--- src/rtl/ib_pkg.sv ---
// Shared types and bit positions for the MCU nibble-port transfer controller.
// Latency: n/a (types and constants only).
// Backpressure: n/a.
package ib_pkg;

    typedef enum logic [1:0] {
        R_IDLE = 2'd0,
        R_PRES = 2'd1,
        R_ACK  = 2'd2
    } rd_state_t;

    typedef enum logic [1:0] {
        W_IDLE = 2'd0,
        W_PUSH = 2'd1,
        W_ACK  = 2'd2
    } wr_state_t;

    // Port 3 control nibble, written by the MCU
    localparam int CTL_MODE       = 0;
    localparam int CTL_RD_DONE_N  = 1;
    localparam int CTL_WR_AVAIL_N = 2;
    localparam int CTL_ERR_CLR_N  = 3;

    // Port 2 status nibble, read by the MCU
    localparam int ST_RD_RDY_N  = 0;
    localparam int ST_RX_PEND   = 1;
    localparam int ST_ERR       = 2;
    localparam int ST_WR_BUSY_N = 3;

    localparam logic [3:0] STATUS_RST = 4'b1001;

endpackage

--- src/rtl/ib_hs_timer.sv ---
// Handshake stall timer: counts cycles while run=1 and flags expiry at TIMEOUT_CYC-1.
// Latency: expired is combinational from the count register; clr/!run zero it next cycle.
// Backpressure: none. Ports: clk, rst (sync, high), run, clr -> expired. TIMEOUT_CYC=0 disables.
module ib_hs_timer #(
    parameter int TIMEOUT_CYC = 800000
) (
    input  logic clk,
    input  logic rst,
    input  logic run,
    input  logic clr,
    output logic expired
);

    localparam int W = (TIMEOUT_CYC > 1) ? $clog2(TIMEOUT_CYC) : 1;
    localparam logic [W-1:0] LAST = (TIMEOUT_CYC > 0) ? W'(TIMEOUT_CYC - 1) : '0;

    logic [W-1:0] cnt_q;

    always_ff @(posedge clk) begin
        if (rst || clr || !run) begin
            cnt_q <= '0;
        end else if (cnt_q != LAST) begin
            // saturate so expired stays asserted until the owner leaves its state
            cnt_q <= cnt_q + W'(1);
        end
    end

    assign expired = (TIMEOUT_CYC != 0) && run && (cnt_q == LAST);

endmodule

--- src/rtl/ib_xfer_ctrl.sv ---
// Byte transfer sequencer between UART RX/TX streams and the MCU nibble port expander.
// Latency: rx_valid -> status[0]=0 in 2 cycles; wr_avail_n=0 -> tx_valid in 1 cycle.
// Backpressure: tx_valid held until tx_ready; stalled MCU handshakes abort after TIMEOUT_CYC.
// Ports: clk, rst (sync, high); RX stream rx_valid/rx_data/rx_pop; TX stream tx_data/tx_valid/tx_ready;
//        expander ports: ctl_nib (port 3 in), wr_lo/wr_hi (ports 0/1 in), rd_lo/rd_hi (ports 0/1 out),
//        status (port 2 out).
module ib_xfer_ctrl
    import ib_pkg::*;
#(
    parameter int TIMEOUT_CYC = 800000
) (
    input  logic       clk,
    input  logic       rst,
    input  logic       rx_valid,
    input  logic [7:0] rx_data,
    output logic       rx_pop,
    output logic [7:0] tx_data,
    output logic       tx_valid,
    input  logic       tx_ready,
    input  logic [3:0] ctl_nib,
    input  logic [3:0] wr_lo,
    input  logic [3:0] wr_hi,
    output logic [3:0] rd_lo,
    output logic [3:0] rd_hi,
    output logic [3:0] status
);

    rd_state_t  rd_state_q;
    wr_state_t  wr_state_q;
    logic [3:0] rd_lo_q, rd_hi_q;
    logic       rx_pop_q;
    logic [7:0] tx_data_q;
    logic       tx_valid_q;
    logic       rd_rdy_n_q, rx_pend_q, err_q, wr_busy_n_q;

    logic both_idle, rd_start, wr_start;
    logic rd_run, rd_clr, rd_expired;
    logic wr_run, wr_clr, wr_expired;

    // Mode is only honoured while both sides are idle, so a mode flip
    // mid-transfer simply delays the other side until this one finishes.
    assign both_idle = (rd_state_q == R_IDLE) && (wr_state_q == W_IDLE);
    assign rd_start  = both_idle && !ctl_nib[CTL_MODE] && rx_valid && ctl_nib[CTL_RD_DONE_N];
    assign wr_start  = both_idle &&  ctl_nib[CTL_MODE] && !ctl_nib[CTL_WR_AVAIL_N];

    assign rd_run = (rd_state_q == R_PRES) || (rd_state_q == R_ACK);
    assign rd_clr = ((rd_state_q == R_PRES) && !ctl_nib[CTL_RD_DONE_N]) ||
                    ((rd_state_q == R_ACK)  &&  ctl_nib[CTL_RD_DONE_N]);
    assign wr_run = (wr_state_q == W_ACK);
    assign wr_clr = (wr_state_q == W_ACK) && ctl_nib[CTL_WR_AVAIL_N];

    ib_hs_timer #(.TIMEOUT_CYC(TIMEOUT_CYC)) u_rd_timer (
        .clk     (clk),
        .rst     (rst),
        .run     (rd_run),
        .clr     (rd_clr),
        .expired (rd_expired)
    );

    ib_hs_timer #(.TIMEOUT_CYC(TIMEOUT_CYC)) u_wr_timer (
        .clk     (clk),
        .rst     (rst),
        .run     (wr_run),
        .clr     (wr_clr),
        .expired (wr_expired)
    );

    // Read side: FPGA -> MCU. rx_pop pulses with the latch; the FIFO head
    // advances at the following edge, by which time the FSM sits in R_PRES.
    always_ff @(posedge clk) begin
        if (rst) begin
            rd_state_q <= R_IDLE;
            rd_lo_q    <= '0;
            rd_hi_q    <= '0;
            rx_pop_q   <= 1'b0;
            rd_rdy_n_q <= STATUS_RST[ST_RD_RDY_N];
        end else begin
            rx_pop_q <= 1'b0;
            case (rd_state_q)
                R_IDLE: begin
                    if (rd_start) begin
                        rd_lo_q    <= rx_data[3:0];
                        rd_hi_q    <= rx_data[7:4];
                        rx_pop_q   <= 1'b1;
                        rd_state_q <= R_PRES;
                    end
                end
                R_PRES: begin
                    // timeout beats a same-cycle ack; the popped byte is lost
                    if (rd_expired) begin
                        rd_rdy_n_q <= 1'b1;
                        rd_state_q <= R_IDLE;
                    end else if (!ctl_nib[CTL_RD_DONE_N]) begin
                        rd_rdy_n_q <= 1'b1;
                        rd_state_q <= R_ACK;
                    end else begin
                        rd_rdy_n_q <= 1'b0;
                    end
                end
                R_ACK: begin
                    if (rd_expired || ctl_nib[CTL_RD_DONE_N]) begin
                        rd_state_q <= R_IDLE;
                    end
                end
                default: rd_state_q <= R_IDLE;
            endcase
        end
    end

    // Write side: MCU -> FPGA. W_ACK waits for wr_avail_n to rise again,
    // which is what prevents a second push while the MCU holds it low.
    always_ff @(posedge clk) begin
        if (rst) begin
            wr_state_q  <= W_IDLE;
            tx_data_q   <= '0;
            tx_valid_q  <= 1'b0;
            wr_busy_n_q <= STATUS_RST[ST_WR_BUSY_N];
        end else begin
            case (wr_state_q)
                W_IDLE: begin
                    if (wr_start) begin
                        tx_data_q  <= {wr_hi, wr_lo};
                        tx_valid_q <= 1'b1;
                        wr_state_q <= W_PUSH;
                    end
                end
                W_PUSH: begin
                    if (tx_ready) begin
                        tx_valid_q  <= 1'b0;
                        wr_busy_n_q <= 1'b0;
                        wr_state_q  <= W_ACK;
                    end
                end
                W_ACK: begin
                    if (wr_expired || ctl_nib[CTL_WR_AVAIL_N]) begin
                        wr_busy_n_q <= 1'b1;
                        wr_state_q  <= W_IDLE;
                    end
                end
                default: wr_state_q <= W_IDLE;
            endcase
        end
    end

    // Sticky error: a timeout in the same cycle as an error clear still sets it.
    always_ff @(posedge clk) begin
        if (rst) begin
            rx_pend_q <= STATUS_RST[ST_RX_PEND];
            err_q     <= STATUS_RST[ST_ERR];
        end else begin
            rx_pend_q <= rx_valid;
            if (rd_expired || wr_expired) begin
                err_q <= 1'b1;
            end else if (!ctl_nib[CTL_ERR_CLR_N]) begin
                err_q <= 1'b0;
            end
        end
    end

    assign rx_pop   = rx_pop_q;
    assign tx_data  = tx_data_q;
    assign tx_valid = tx_valid_q;
    assign rd_lo    = rd_lo_q;
    assign rd_hi    = rd_hi_q;
    assign status   = {wr_busy_n_q, err_q, rx_pend_q, rd_rdy_n_q};

endmodule

--- config.mk ---
export PLATFORM = sky130hd
export DESIGN_NAME = ib_xfer_ctrl
export DESIGN_NICKNAME = d
export VERILOG_FILES = /design/src/rtl/ib_pkg.sv /design/src/rtl/ib_hs_timer.sv /design/src/rtl/ib_xfer_ctrl.sv
export SDC_FILE = /design/constraint.sdc
export NUM_CORES = 1
export LEC_CHECK = 0
export ABC_AREA = 1
export ABC_CLOCK_PERIOD_IN_PS = 1800
export CAP_MARGIN = 10
export CELL_PAD_IN_SITES_DETAIL_PLACEMENT = 0
export CELL_PAD_IN_SITES_GLOBAL_PLACEMENT = 1
export CORE_MARGIN = 4
export CORE_UTILIZATION = 36
export DETAILED_ROUTE_END_ITERATION = 12
export PLACE_DENSITY = 0.88
export SLEW_MARGIN = 10
export SYNTH_ARGS = -nofsm -noshare
export SYNTH_HDL_FRONTEND = slang
export SYNTH_HIERARCHICAL = 1
export SYNTH_SLANG_ARGS = --single-unit
--- constraint.sdc ---
create_clock -name clk -period 1.8 [get_ports clk]
set_input_delay 0.36 -clock clk [delete_from_list [all_inputs] [get_ports clk]]
set_output_delay 0.36 -clock clk [all_outputs]
set_load 0.005 [all_outputs]
==> impl_results.md, run 1 <==
* Status: finished clean
* Area Overhead vs Synth at 27.4%
* CTS tree: done
* Maximum VDD drop at 0.477 mV
* Setup Skew at 0.00658 ns
* Initial antenna violation count at 0
* Final Max Tran Viols at 0
* Synth area leader: dfxtp_1
* Number of flops mapped to enable cells by yosys at 0
* Period utilisation layout at 0.910
* Count leader, synth: nor2_1
* TritonCTS Buffers at 9
* Flop-to-flop setup slack at 0.16 ns
* Crit-path max FO at 4
* CTS Buffer Depth at 2
* Post-Route WL at 7900 µm
* Synth top area cells: dfxtp_1 (38%), nor2_1 (11%), nand2_1 (11%)
* Total GRT Usage at 0.151
* Slew margin rel. at 0.776
* Worst-path clk slew at 0.08 ns
* Post-DP Area at 4140 µm²
* First-pass GRT wire length at 14100 µm
* Tmin final at 1.64 ns
* CTS H-tree lvls at 3
* FP Rows at 35
* Clk_lat worst skew at 0.34 ns
* Critical Path AT at 1.88 ns
* Chip height at 106 µm
* Pin count of the biggest net entering global routing at 13
* FF-to-FF Start: u_rd_timer/cnt_q[0]
* Hold WC Path Type: reg -> reg
* Synth unique cells at 30
* CP Class: reg -> reg
* Core Area at 9330 µm²
* Vias in the first global route at 3084
* Grt ovf at 0
* Synth warnings at 6
* Power density over the cells at 863 nW/µm²
* Static Leakage at 1.66 nW
* Clock sink total at 66
* Post-Syn Instances at 502
* FF+latch count, synth at 66
* Final Wtd Congestion at 0.854
* Dpl hpwl at 6110 µm
* Number of max-cap violations at 0
* Slew @ Worst Pin at 0.334 ns
* Final hold vios at 0
* Die area at 11300 µm²
* Cells on worst reg2reg path at 14
* Fmax at 610 MHz
* Hold Path Stages at 2
* Nets at 597
* Post-Syn Nets at 532
* Via count at 3199
* Area of the mapped netlist at 3470 µm²
* WP data required at 2.04 ns
* Commonest cells post-synth: nor2_1 (102), nand2_1 (100), dfxtp_1 (66), inv_1 (60), a21oi_1 (32)
* Finish-stage setup viols at 0
* Worst Hold End: err_q
* Critical path capture point type: flip-flop
* Hold_ws at 0.457 ns
* Starting Density at 0.372
* Seq/Total Area, Yosys at 0.381
* Root buf cell: clkbuf_8
* Vias per Instance at 4.56
* ANT cells at 0
* CP Launch Type: flip-flop
* HP Start: err_q
* I/O pins at 46
* Post-Syn Area per Cell at 6.91 µm²
* R2r endpoint: rd_state_q[0]
* Yosys top cell area share at 0.381
* DR WL/cell at 11.3 µm
* Async SR Flop Fraction at 0
* DRT iter0 DRCs at 133
* Design Area, Final at 4420 µm²
* Horiz. Die Dim at 106 µm
* Residual DRC count at 0
* Main synth FF type: dfxtp_1
* DRT Pass-1 Iters at 4
* Post-layout util at 0.474
* Port Buffers at 45
* Post-DRT Antenna Nets at 0
* Share of cells above drive strength 1 at 0.157
[report_power, final]
group | leakage [nW] | total [mW] | switching, mW | internal [mW]
Combinational | 1.01 | 0.793 | 0.418 | 0.375
Clock | 0.109 | 1.40 | 0.585 | 0.814
Sequential | 0.537 | 1.62 | 0.0613 | 1.56
Total | 1.66 | 3.81 | 1.06 | 2.75
[worst max path at each step]
stage                                   start                    to  slack [ns]
after floorplan           u_rd_timer/cnt_q[0]         rd_state_q[0]        0.06
after global placement             ctl_nib[2]   u_wr_timer/cnt_q[5]       -0.06
after detailed placement           ctl_nib[2]  u_wr_timer/cnt_q[16]       -0.10
after CTS                 u_rd_timer/cnt_q[1]         rd_state_q[1]        0.02
after global routing      u_rd_timer/cnt_q[1]         rd_state_q[0]       -0.02
final                     u_rd_timer/cnt_q[0]         rd_state_q[0]        0.16
[registers in the layout (all words and copies together) (netlist names)]
| signal | cells |
|---|---|
| u_rd_timer/cnt_q | 20 |
| u_wr_timer/cnt_q | 20 |
| tx_data | 8 |
| rd_hi | 4 |
| rd_lo | 4 |
| rd_state_q | 2 |
| wr_state_q | 2 |
| err_q | 1 |
| rd_rdy_n_q | 1 |
| rx_pend_q | 1 |
| rx_pop | 1 |
| tx_valid | 1 |
| wr_busy_n_q | 1 |
[critical path, cell delays in order, from the launching register on]
cell and delay, ns:
dfxtp_2 0.36, ha_4 0.15, nand2_2 0.06, inv_2 0.08
nand2_4 0.07, nor2_8 0.14, nand3_4 0.09, nor2_4 0.13
inv_2 0.05, nand3_1 0.08, nand2_1 0.07, inv_2 0.08
nand3_1 0.08, nand2_1 0.08, nor2_1 0.04
[metal layers]
| metal | track usage | share of wire |
|---|---|---|
| met5 | 0 | 0 |
| met4 | 0.0305 | 0.0082 |
| met3 | 0.0401 | 0.033 |
| met2 | 0.238 | 0.46 |
| met1 | 0.208 | 0.49 |
[stage by stage]
stage                     setup slack [ns]  cells  total power, mW  TNS, ns
after floorplan                     0.0631    502             2.11        0
after global placement             -0.0551    683             2.41   -0.920
after detailed placement            -0.103    683             2.43    -1.52
after CTS                           0.0217    700             3.83        0
after global routing               -0.0188    701             4.03  -0.0188
final                                0.161    701             3.81        0
[final cells by class]
class                   count  area [µm²]
clock buffers              11         141
clock inverters             5        77.6
fillers                   969        4910
inverters                  70         263
multi-input cells         357        1860
flip-flops and latches     66        1330
well taps                 129         161
repair buffers             63         586
[cells by family after synthesis]
| logic type | after synthesis | share of synthesized area |
|---|---|---|
| xor+xnor | 10 | 0.0296 |
| flops | 66 | 0.381 |
| simple gates | 271 | 0.368 |
| buf+inv | 79 | 0.0931 |
| compound gates | 70 | 0.106 |
| fa+ha+maj | 6 | 0.0217 |
[timing repair]
item                                    in CTS  in global routing
buffers inserted                             1                  1
resized for setup                            3                 11
gates cloned                                 0                  0
hold buffers                                 0                  0
endpoints found under the setup margin       2                  2
pin swaps                                    0                  2
[placed cells by master, fill, tap and decap left out, types with 10 or more instances in the layout]
cell	count
nand3_1	18
buf_4	18
nor2_2	12
nand2_1	100
o21ai_0	25
clkdlybuf4s50_1	45
dfxtp_1	62
nor2_1	100
inv_2	10
inv_1	58
a21oi_1	32
clkbuf_8	10
No activity file was read; power rests on OpenSTA's default activity.
==> run 2: changes to the inputs <==
Settings changed: SKIP_CTS_REPAIR_TIMING set to 1.
==> impl_results.md, run 2 (synthesized netlist as in run 1, its figures left out) <==
* Status: finished clean
* Final hold vios at 0
* Vias per Instance at 4.55
* P_int at 2.75 mW
* Total GRT Usage at 0.151
* Post-Route WL at 7920 µm
* Post-DP Area at 4140 µm²
* Post-route insts no fill at 700
* Dpl hpwl at 6110 µm
* Total negative slack at 0 ns
* CP Class: reg -> reg
* Fmax at 616 MHz
* Clock sink total at 66
* Switch share at 0.278
* Initial antenna violation count at 0
* DRT Pass-1 Iters at 6
* Critical path capture point type: flip-flop
* First-pass GRT wire length at 14000 µm
* CP Buf/Inv Count at 3
* Chip height at 106 µm
* Setup Skew at 0.00763 ns
* Hold WC Path Type: reg -> reg
* Power Total at 3.81 mW
* Crit-path max FO at 4
* Pin count of the biggest net entering global routing at 13
* Static Leakage at 1.65 nW
* Post-DRT Antenna Nets at 0
* I/O pins at 46
* Die area at 11300 µm²
* Starting Density at 0.372
* Worst-path clk slew at 0.08 ns
* Critical-path cell list: inv_1 -> nor2_2 -> nand2_1 -> nor2_1 -> nand3_4 -> nor2_4 -> inv_2 -> nand3_1 -> nand2_1 -> inv_2 -> nand3_1 -> nand2_1 -> nor2_1
* Commonest non-fill, non-tap cells in the layout: nor2_1 (100), nand2_1 (100), dfxtp_1 (62), inv_1 (58), clkdlybuf4s50_1 (45)
* Grt ovf at 0
* Nets at 596
* Number of max-cap violations at 0
* Area Overhead vs Synth at 27.2%
* Slew margin rel. at 0.776
* CTS Buffer Depth at 2
* Root buf cell: clkbuf_8
* Final Max Tran Viols at 0
* Power density over the cells at 864 nW/µm²
* CTS H-tree lvls at 3
* Share of cells above drive strength 1 at 0.156
* Placed Cells at 683
* Most used cell, CP: nand2_1
* Comb power frac at 0.208
* Final worst slack at 0.176 ns
* Finish-stage setup viols at 0
* FP Rows at 35
* TritonCTS Buffers at 9
* Core Area at 9330 µm²
* Clk pwr share at 0.366
* Horiz. Die Dim at 106 µm
* Via count at 3185
* CP top delay family: simple AND/OR/NAND/NOR gates
* Final Wtd Congestion at 0.854
* DRT iter0 DRCs at 130
* CP Launch Type: flip-flop
* CTS tree: done
* Tmin final at 1.62 ns
* Critical Path AT at 1.86 ns
* Residual DRC count at 0
* Vias in the first global route at 3078
* ANT cells at 0
* Max incr delay on CP at 0.34 ns
* Clk_lat worst skew at 0.34 ns
* Sw Pwr at 1.06 mW
* DR WL/cell at 11.3 µm
* Part of the power in registers at 0.426
* Port Buffers at 45
* Period utilisation layout at 0.902
* Design Area, Final at 4410 µm²
* Slowest stage cell, crit path: dfxtp_1
* Maximum VDD drop at 0.477 mV
* Slew @ Worst Pin at 0.334 ns
* WP data required at 2.04 ns
* Worst slack, placed at -0.103 ns
run 2: tightest hold or removal path, delay by kind of cell, from the launching register on:
family	cells	cell delay (ns)
flip-flops	1	0.31
AND/OR/NAND/NOR	1	0.05
AO/OA/AOI/OAI	1	0.05
run 2: per-layer routing:
layer  routed length (µm)  global-route usage
met1                 3940               0.208
met2                 3670               0.237
met3                  251              0.0401
met4                   59              0.0305
met5                    0                   0
run 2: power groups by stage:
stage / logic, mW / clock network, mW / registers, mW
after floorplan: 0.459 / 0 / 1.65
after global placement: 0.766 / 0 / 1.64
after detailed placement: 0.778 / 0 / 1.65
after CTS: 0.784 / 1.43 / 1.62
after global routing: 0.898 / 1.49 / 1.64
final: 0.791 / 1.40 / 1.62
run 2: worst paths after layout:
path / startpoint / endpoint / slack, ns / cells past startpoint
hold reg to reg: err_q / err_q / 0.46 / 2
setup reg to reg: u_rd_timer/cnt_q[19] / rd_state_q[0] / 0.18 / 13
hold / removal: err_q / err_q / 0.46 / 2
setup / recovery: u_rd_timer/cnt_q[19] / rd_state_q[0] / 0.18 / 13
run 2: cell type report:
type                    count  area, µm²
flip-flops and latches     66       1330
repair buffers             62        578
well taps                 129        161
multi-input cells         357       1860
inverters                  70        263
clock inverters             5       77.6
clock buffers              11        141
fillers                   969       4920
run 2: per-stage QoR:
stage	hold slack, ns	util
2_1_floorplan	0.429	-
3_3_place_gp	0.450	0.444
3_5_place_dp	0.451	0.444
4_1_cts	0.462	0.467
5_1_grt	0.482	0.473
6_report	0.456	0.473
==> run 3: changes to the inputs <==
Settings changed: TNS_END_PERCENT set to 30.
==> results of run 3 <==
The final DEF is identical to that of run 2; final timing and power are the same.
